### src/rtl/alu_sequencer.sv
// Multicycle execute stage feeding an external ALU: decodes an instruction word, drives the ALU
// operands and opcode, then writes the ALU result and flags back to the register file and psr.
module alu_sequencer #(
    parameter int WIDTH      = 16,
    parameter int REG_ADDR_W = 4,
    parameter int FLAG_W     = 5
) (
    input  logic                  clk,
    input  logic                  reset,
    input  logic                  instr_valid,
    output logic                  instr_ready,
    input  logic [15:0]           instr,
    output logic [WIDTH-1:0]      alu_A,
    output logic [WIDTH-1:0]      alu_B,
    output logic [7:0]            alu_Opcode,
    input  logic [WIDTH-1:0]      alu_C,
    input  logic [FLAG_W-1:0]     alu_Flags,
    output logic [FLAG_W-1:0]     psr,
    output logic                  done,
    input  logic [REG_ADDR_W-1:0] dbg_addr,
    output logic [WIDTH-1:0]      dbg_data
);

    localparam int NREG = 2 ** REG_ADDR_W;

    typedef enum logic [1:0] {IDLE, DECODE, EXEC, WB} state_t;

    state_t                  state;
    logic [15:0]             instr_p0;
    logic [WIDTH-1:0]        regs [NREG];
    logic                    wb_en_p1;
    logic                    flag_en_p1;
    logic [REG_ADDR_W-1:0]   rdest_p1;
    logic [WIDTH-1:0]        c_p2;
    logic [FLAG_W-1:0]       flags_p2;

    logic [3:0]              op_hi;
    logic [3:0]              op_ext;
    logic [REG_ADDR_W-1:0]   rdest;
    logic [REG_ADDR_W-1:0]   rsrc;
    logic [WIDTH-1:0]        dec_a;
    logic [WIDTH-1:0]        dec_b;
    logic [7:0]              dec_op;
    logic                    dec_wb;
    logic                    dec_fl;

    function automatic logic [WIDTH-1:0] sext8(input logic signed [7:0] v);
        return {{(WIDTH-8){v[7]}}, v};
    endfunction

    function automatic logic [WIDTH-1:0] zext8(input logic [7:0] v);
        return {{(WIDTH-8){1'b0}}, v};
    endfunction

    function automatic logic [WIDTH-1:0] zext4(input logic [3:0] v);
        return {{(WIDTH-4){1'b0}}, v};
    endfunction

    assign op_hi       = instr_p0[15:12];
    assign op_ext      = instr_p0[7:4];
    assign rdest       = instr_p0[8 +: REG_ADDR_W];
    assign rsrc        = instr_p0[0 +: REG_ADDR_W];
    assign instr_ready = (state == IDLE);
    assign dbg_data    = regs[dbg_addr];

    // Operands come from the register file as it stands in DECODE, so Rdest==Rsrc sees the old value.
    always_comb begin
        dec_a  = regs[rdest];
        dec_b  = regs[rsrc];
        dec_op = 8'h00;
        dec_wb = 1'b0;
        dec_fl = 1'b0;
        unique case (op_hi)
            4'h0: begin
                dec_op = {4'h0, op_ext};
                if (op_ext != 4'h0) begin
                    dec_fl = 1'b1;
                    dec_wb = !(op_ext == 4'hB || op_ext == 4'hF);
                end
            end
            4'h5, 4'h7, 4'h9: begin
                dec_op = {4'h0, op_hi};
                dec_b  = sext8(instr_p0[7:0]);
                dec_wb = 1'b1;
                dec_fl = 1'b1;
            end
            4'h6: begin
                dec_op = {4'h0, op_hi};
                dec_b  = zext8(instr_p0[7:0]);
                dec_wb = 1'b1;
                dec_fl = 1'b1;
            end
            4'hB: begin
                dec_op = {4'h0, op_hi};
                dec_b  = sext8(instr_p0[7:0]);
                dec_fl = 1'b1;
            end
            4'h8: begin
                dec_op = {4'h8, op_ext};
                if (op_ext <= 4'h1) dec_b = zext4(instr_p0[3:0]);
                dec_wb = 1'b1;
                dec_fl = 1'b1;
            end
            default: ;
        endcase
    end

    always_ff @(posedge clk or posedge reset) begin
        if (reset) begin
            state      <= IDLE;
            instr_p0   <= '0;
            alu_A      <= '0;
            alu_B      <= '0;
            alu_Opcode <= '0;
            wb_en_p1   <= 1'b0;
            flag_en_p1 <= 1'b0;
            rdest_p1   <= '0;
            c_p2       <= '0;
            flags_p2   <= '0;
            psr        <= '0;
            done       <= 1'b0;
            for (int i = 0; i < NREG; i++) regs[i] <= '0;
        end else begin
            done <= 1'b0;
            unique case (state)
                // p0: latch the accepted instruction
                IDLE: begin
                    if (instr_valid) begin
                        instr_p0 <= instr;
                        state    <= DECODE;
                    end
                end
                // p1: register ALU drive, held through EXEC and WB
                DECODE: begin
                    alu_A      <= dec_a;
                    alu_B      <= dec_b;
                    alu_Opcode <= dec_op;
                    wb_en_p1   <= dec_wb;
                    flag_en_p1 <= dec_fl;
                    rdest_p1   <= rdest;
                    state      <= EXEC;
                end
                // p2: capture ALU result and flags
                EXEC: begin
                    c_p2     <= alu_C;
                    flags_p2 <= alu_Flags;
                    state    <= WB;
                end
                // p3: retire
                WB: begin
                    if (wb_en_p1) regs[rdest_p1] <= c_p2;
                    if (flag_en_p1) psr <= flags_p2;
                    done  <= 1'b1;
                    state <= IDLE;
                end
                default: state <= IDLE;
            endcase
        end
    end

endmodule

### config.mk
export PLATFORM = sky130hd
export DESIGN_NAME = alu_sequencer
export DESIGN_NICKNAME = d
export VERILOG_FILES = /design/src/rtl/alu_sequencer.sv
export SDC_FILE = /design/constraint.sdc
export NUM_CORES = 1
export LEC_CHECK = 0
export ABC_AREA = 0
export CAP_MARGIN = 10
export CORE_ASPECT_RATIO = 1.4
export CORE_UTILIZATION = 60
export DETAILED_ROUTE_END_ITERATION = 10
export PLACE_DENSITY = 0.8
export SLEW_MARGIN = 20
export SYNTH_ARGS = -nofsm -noshare
export SYNTH_HDL_FRONTEND = slang
export SYNTH_SLANG_ARGS = --single-unit
### constraint.sdc
create_clock -name clk -period 16.5 [get_ports clk]
set_clock_uncertainty 0.1 [all_clocks]
set_input_delay 3.3 -clock clk [delete_from_list [all_inputs] [get_ports clk]]
set_output_delay 3.3 -clock clk [all_outputs]
set_load 0.02 [all_outputs]
-- Word level (Yosys, flattened, before mapping)
Index checks and enable logic that the tools add are counted.
- order comparisons: 6
- multiplexer cells: 22
- equality and inequality tests: 12
- bitwise operators: 4
- reduce and logical (&&, ||, !) cells: 13
- operators by type and width (operator ; number):
    256-bit bitwise mux ; 1
    16-bit binary-select mux with 4-bit select ; 3
    16-bit two-way mux ; 8
    16-bit demux with 4-bit select ; 1
    16-bit one-hot mux with 3 select lines ; 1
    8-bit one-hot mux with 3 select lines ; 1
    4-bit == test (second input constant) ; 5
    5-bit >= comparator (second input constant) ; 4
    4-bit inverter with 5-bit output ; 4
    4-bit by 3-bit == test with 1-bit output (second input constant) ; 3
    5-bit OR reduction ; 2
    2-bit one-hot mux with 4 select lines ; 1
    2-bit AND reduction ; 3
    6-bit OR reduction ; 1
    5-bit by 1-bit less-than comparator with 1-bit output (second input constant) ; 1
    2-bit == test (second input constant) ; 2
    4-bit by 1-bit less-or-equal comparator with 1-bit output (second input constant) ; 1
    4-bit logical NOT ; 1
    1-bit one-hot mux with 2 select lines ; 2
    4-bit nonzero test ; 1
    4-bit OR reduction ; 1
    1-bit two-way mux ; 3
    2-bit by 1-bit == test with 1-bit output (second input constant) ; 1
    2-bit logical NOT ; 1
    other kinds (5) ; 5
- register bits: 347
- word-level logic and storage cells: 85
- input port bits: 44
- output and inout bits: 63

-- Logic depth before layout (Yosys ltp)
- depth in word-level cells: 6
- depth in mapped cells: 8

-- Least setup slack after synthesis
OpenSTA, ideal clock, no wires.
- path type: in2out
- from: input dbg_addr[0]
- to: output dbg_data[0]
- arrival time: 5.055 ns
- required time: 13.100 ns
- stages on the path: 4
- setup slack: 8.045 ns
- buffers on the path: 2
- cells stage by stage: clkbuf_1 -> buf_2 -> mux4_2 -> mux4_2
- longest elaborated chain between the ends: 4
- ends and longest elaborated chain (item ; line ; text):
    start: declaration ; 20 ; input logic [REG_ADDR_W-1:0] dbg_addr,
    4-bit inverter with 5-bit output (not written as such) ; 64 ; assign dbg_data = regs[dbg_addr];
    16-bit binary-select mux with 4-bit select ; 64 ;
    16-bit two-way mux (not written as such) (2 in a row) ; 64 ;
    end: declaration ; 21 ; output logic [WIDTH-1:0] dbg_data
No other way between the ends. The select of a mux whose other input is x is not followed.

-- Final worst setup path
- from: input dbg_addr[0]
- to: output dbg_data[3]
The elaborated chain is that of the path after synthesis.

==> impl_results.rst <==
.. list-table::
   :header-rows: 1

   * - Metric
     - Value
   * - Detail-routed net length per standard cell
     - roughly 29 um
   * - Endpoint arrival time on the critical path
     - between 6000 and 7000 ps
   * - GRT Overall Usage
     - 0.323
   * - Mean number of vias per cell
     - 7.19
   * - Syn. warnings
     - 0
   * - Hold wc startpoint
     - alu_A[2]
   * - Hold Worst Slack
     - 381 ps
   * - Launching element type of the critical path
     - input port
   * - Status
     - finished with violations
   * - Number of flops mapped to enable cells by yosys
     - 0
   * - Via count
     - ~12000
   * - Startpoint of the most critical register-to-register path
     - instr_p0[8]
   * - Critical path fanouts, max
     - 44
   * - Die Y-Extent
     - around 210 um
   * - Post-CTS Setup Bufs
     - 0
   * - Final Cycle Share
     - 0.579
   * - Starting DRT DRC Count
     - roughly 1100
   * - Int Power
     - 2.73 mW
   * - Number of sinks driven by the clock tree
     - between 300 and 400
   * - Max_cap viols
     - 0
   * - Number of hold-repair buffers added at the cts stage
     - 0
   * - M3 GR Usage
     - 0.0499
   * - Clk_lat worst skew
     - approximately 530 ps
   * - H-Tree Depth
     - 2
   * - Number of global-route vias before repair
     - roughly 13000
   * - Min cycle time layout
     - 9550 ps
   * - Last weighted congestion value of the routability-driven placer
     - 0.855
   * - Most instantiated library cell after synthesis
     - dfrtp_1
   * - Dpl cells
     - 1647
   * - Count of cells along the worst register-to-register path
     - 5
   * - Failing checks
     - design-rule violations
   * - Port Buf Inserts
     - 103
   * - Hold depth
     - 1
   * - Detail Placement HPWL
     - about 30000 um
   * - Grt ovf
     - 0
   * - DRT Pass-1 Iters
     - 8
   * - Number of antenna violations at the first check in global routing
     - 1
   * - Classification of the worst setup path
     - in2out
   * - Leak Pwr
     - 9.36 nW
   * - Number of distinct library cell variants in the gate-level netlist after synthesis
     - 51
   * - Largest net degree at the start of global routing
     - 162
   * - Number of synthesized register bits
     - 344
   * - Final-layout setup total negative slack
     - 0 ps
   * - Setup repair after global routing missed its margin
     - no
   * - Predominant post-synthesis flop cell
     - dfrtp_1
   * - Overall die area
     - about 33000 um^2
   * - Final count of pins violating max slew
     - 0
   * - Maximum buffer depth of the clock tree
     - 3
   * - GRT Max-Usage Layer
     - met2
   * - Fraction of power spent switching nets
     - 0.369
   * - Highest Clock Rate
     - around 100 MHz
   * - Final hold violation count
     - 0
   * - Number of placed I/O pins
     - between 100 and 150
   * - Routed WL
     - approximately 50000 um
   * - Worst min-delay path class
     - reg2reg
   * - R2R setup slack
     - roughly 13000 ps
   * - Fraction of synthesized cell area taken by the top area cell type
     - 0.451
   * - Transition at the pin with the smallest max-transition slack
     - roughly 1200 ps
   * - Number of diodes
     - 0
   * - Area Overhead vs Synth
     - 13.0%
   * - Met2 Resource Use GR
     - 0.524
   * - Finished Layout Cells
     - around 1700
   * - Standard-cell row count
     - 76
   * - Mapped Avg Cell Area
     - roughly 15 um^2
   * - Core region area
     - 31000 um^2
   * - Share of post-route cells with drive strength above 1
     - 0.480
   * - Synth Cell Area
     - 19100 um^2
   * - RR Endpoint
     - alu_A[8]
   * - Share of flip-flops with an asynchronous set or reset
     - 1.00
   * - CTS Buf Count
     - 37
   * - Crit path required time
     - approximately 13000 ps
   * - Number of resized instances in the post-cts repair step
     - 0
   * - Top cell type by total area after synthesis
     - dfrtp_1
   * - Register share of total power
     - 0.383
   * - CTS tree
     - done
   * - Sequential area share after synthesis
     - 0.451
   * - Global routing usage on met1
     - 0.425
   * - Horizontal extent of the die
     - about 150 um
   * - Clock-pin slew on the worst setup and hold paths
     - roughly 50 ps
   * - Effective utilization at floorplan
     - 0.616
   * - Root buf cell
     - clkbuf_16
   * - Endpoints failing setup
     - 0
   * - First-pass GRT wire length
     - slightly below 80000 um
   * - Remaining antenna violation count after routing
     - 0
   * - Ranking of synthesized cells by area
     - dfrtp_1 45%, mux4_2 24%, mux2_2 18%
   * - Commonest cells in the synthesized netlist
     - 344 x dfrtp_1, 308 x mux2_2, 203 x mux4_2
   * - Worst min-delay path endpoint
     - alu_A[2]
   * - Share of power burned in combinational logic
     - 0.427
   * - Worst slew margin
     - 0.205
   * - Residual DRC count
     - 10
   * - Power per Cell Area
     - approximately 200 nW/um^2
   * - Syn Inst Count
     - about 1200
   * - Post-layout nets
     - roughly 1300
   * - Fraction of power consumed by the clock network
     - 0.190
   * - Worst IR drop on VDD
     - ~0.14 mV
   * - Switching power of the nets
     - between 1.5 and 2 mW
   * - Crit end category
     - primary output
## power groups by stage
stage	Combinational, mW	Sequential, mW	Clock (mW)
final	1.85	1.66	0.820
after global routing	1.96	1.71	0.863
after CTS	1.85	1.64	0.832
after detailed placement	1.84	1.66	0
after global placement	1.79	1.63	0
after floorplan	1.42	1.48	0
## worst max path at each step
stage	cells after the start	slack, ps	start	endpoint
5_1_grt	5	6730	dbg_addr[0]	dbg_data[3]
3_5_place_dp	5	6880	dbg_addr[0]	dbg_data[8]
3_3_place_gp	5	6960	dbg_addr[0]	dbg_data[8]
2_1_floorplan	1	3560	reset	alu_A[0]
4_1_cts	5	6890	dbg_addr[0]	dbg_data[8]
6_report	5	6950	dbg_addr[0]	dbg_data[3]
## per-stage QoR
step                cell area, um^2  total power [mW]  utilization  worst slack, ps
floorplan                     19100              2.90            -             3560
global placement              20400              3.43        0.658             6960
detailed placement            20400              3.49        0.658             6880
CTS                           21600              4.33        0.696             6890
global route                  21600              4.53        0.696             6730
finish                        21600              4.33        0.696             6950
## kinds of logic after synthesis
logic type	after synthesis	synth area share
XOR/XNOR	1	0.000459
multiplexers	576	0.458
AND/OR/NAND/NOR	86	0.0227
AO/OA/AOI/OAI	101	0.0362
buffers and inverters	126	0.0288
other	1	0.000196
flip-flops	344	0.451
adder cells (fa/ha/maj)	4	0.00262
## layer usage
metal | share of wire | up-vias | wire [um]
met5 | 0 | - | 0
met4 | 0.053 | 0 | 2670
met3 | 0.079 | 163 | 3940
met2 | 0.49 | 645 | 24500
met1 | 0.38 | 6502 | 19000
li1 | - | 4981 | -
## cell usage in the layout (no fill, tap or decap), types with 7 or more instances in the layout
cell	count
dfrtp_1	338
mux2_2	308
mux4_2	203
clkdlybuf4s50_1	101
mux2i_1	55
clkbuf_16	37
buf_4	30
nor2_1	22
o22ai_1	20
nand2_1	17
a21o_1	16
or3_1	13
a21oi_1	12
mux2_4	10
a31oi_1	10
o21ai_0	9
nand2b_1	8
clkinv_2	8
nor2_2	7
a211oi_1	7
## area by class of cell
cell class	instances	area [um^2]
inverter	9	41.3
tap	390	488
fill	2086	9430
clock buffer	49	1030
clock inverter	13	146
sequential	344	8620
multi-input combinational	771	9980
timing repair buffer	133	1260
## flip-flops by register name, summed over array words and instances, names as in the netlist, 4 cells and up
register,cells
regs,256
alu_A,16
alu_B,16
c_p2,16
instr_p0,16
alu_Opcode,5
flags_p2,5
psr,5
rdest_p1,4
## worst max-delay path, stage by stage
cell             delay, ps
buf_4                  360
buf_4                  770
mux4_2                 610
mux4_2                 530
clkdlybuf4s50_1        570
Power figures use the tool's default switching activity.
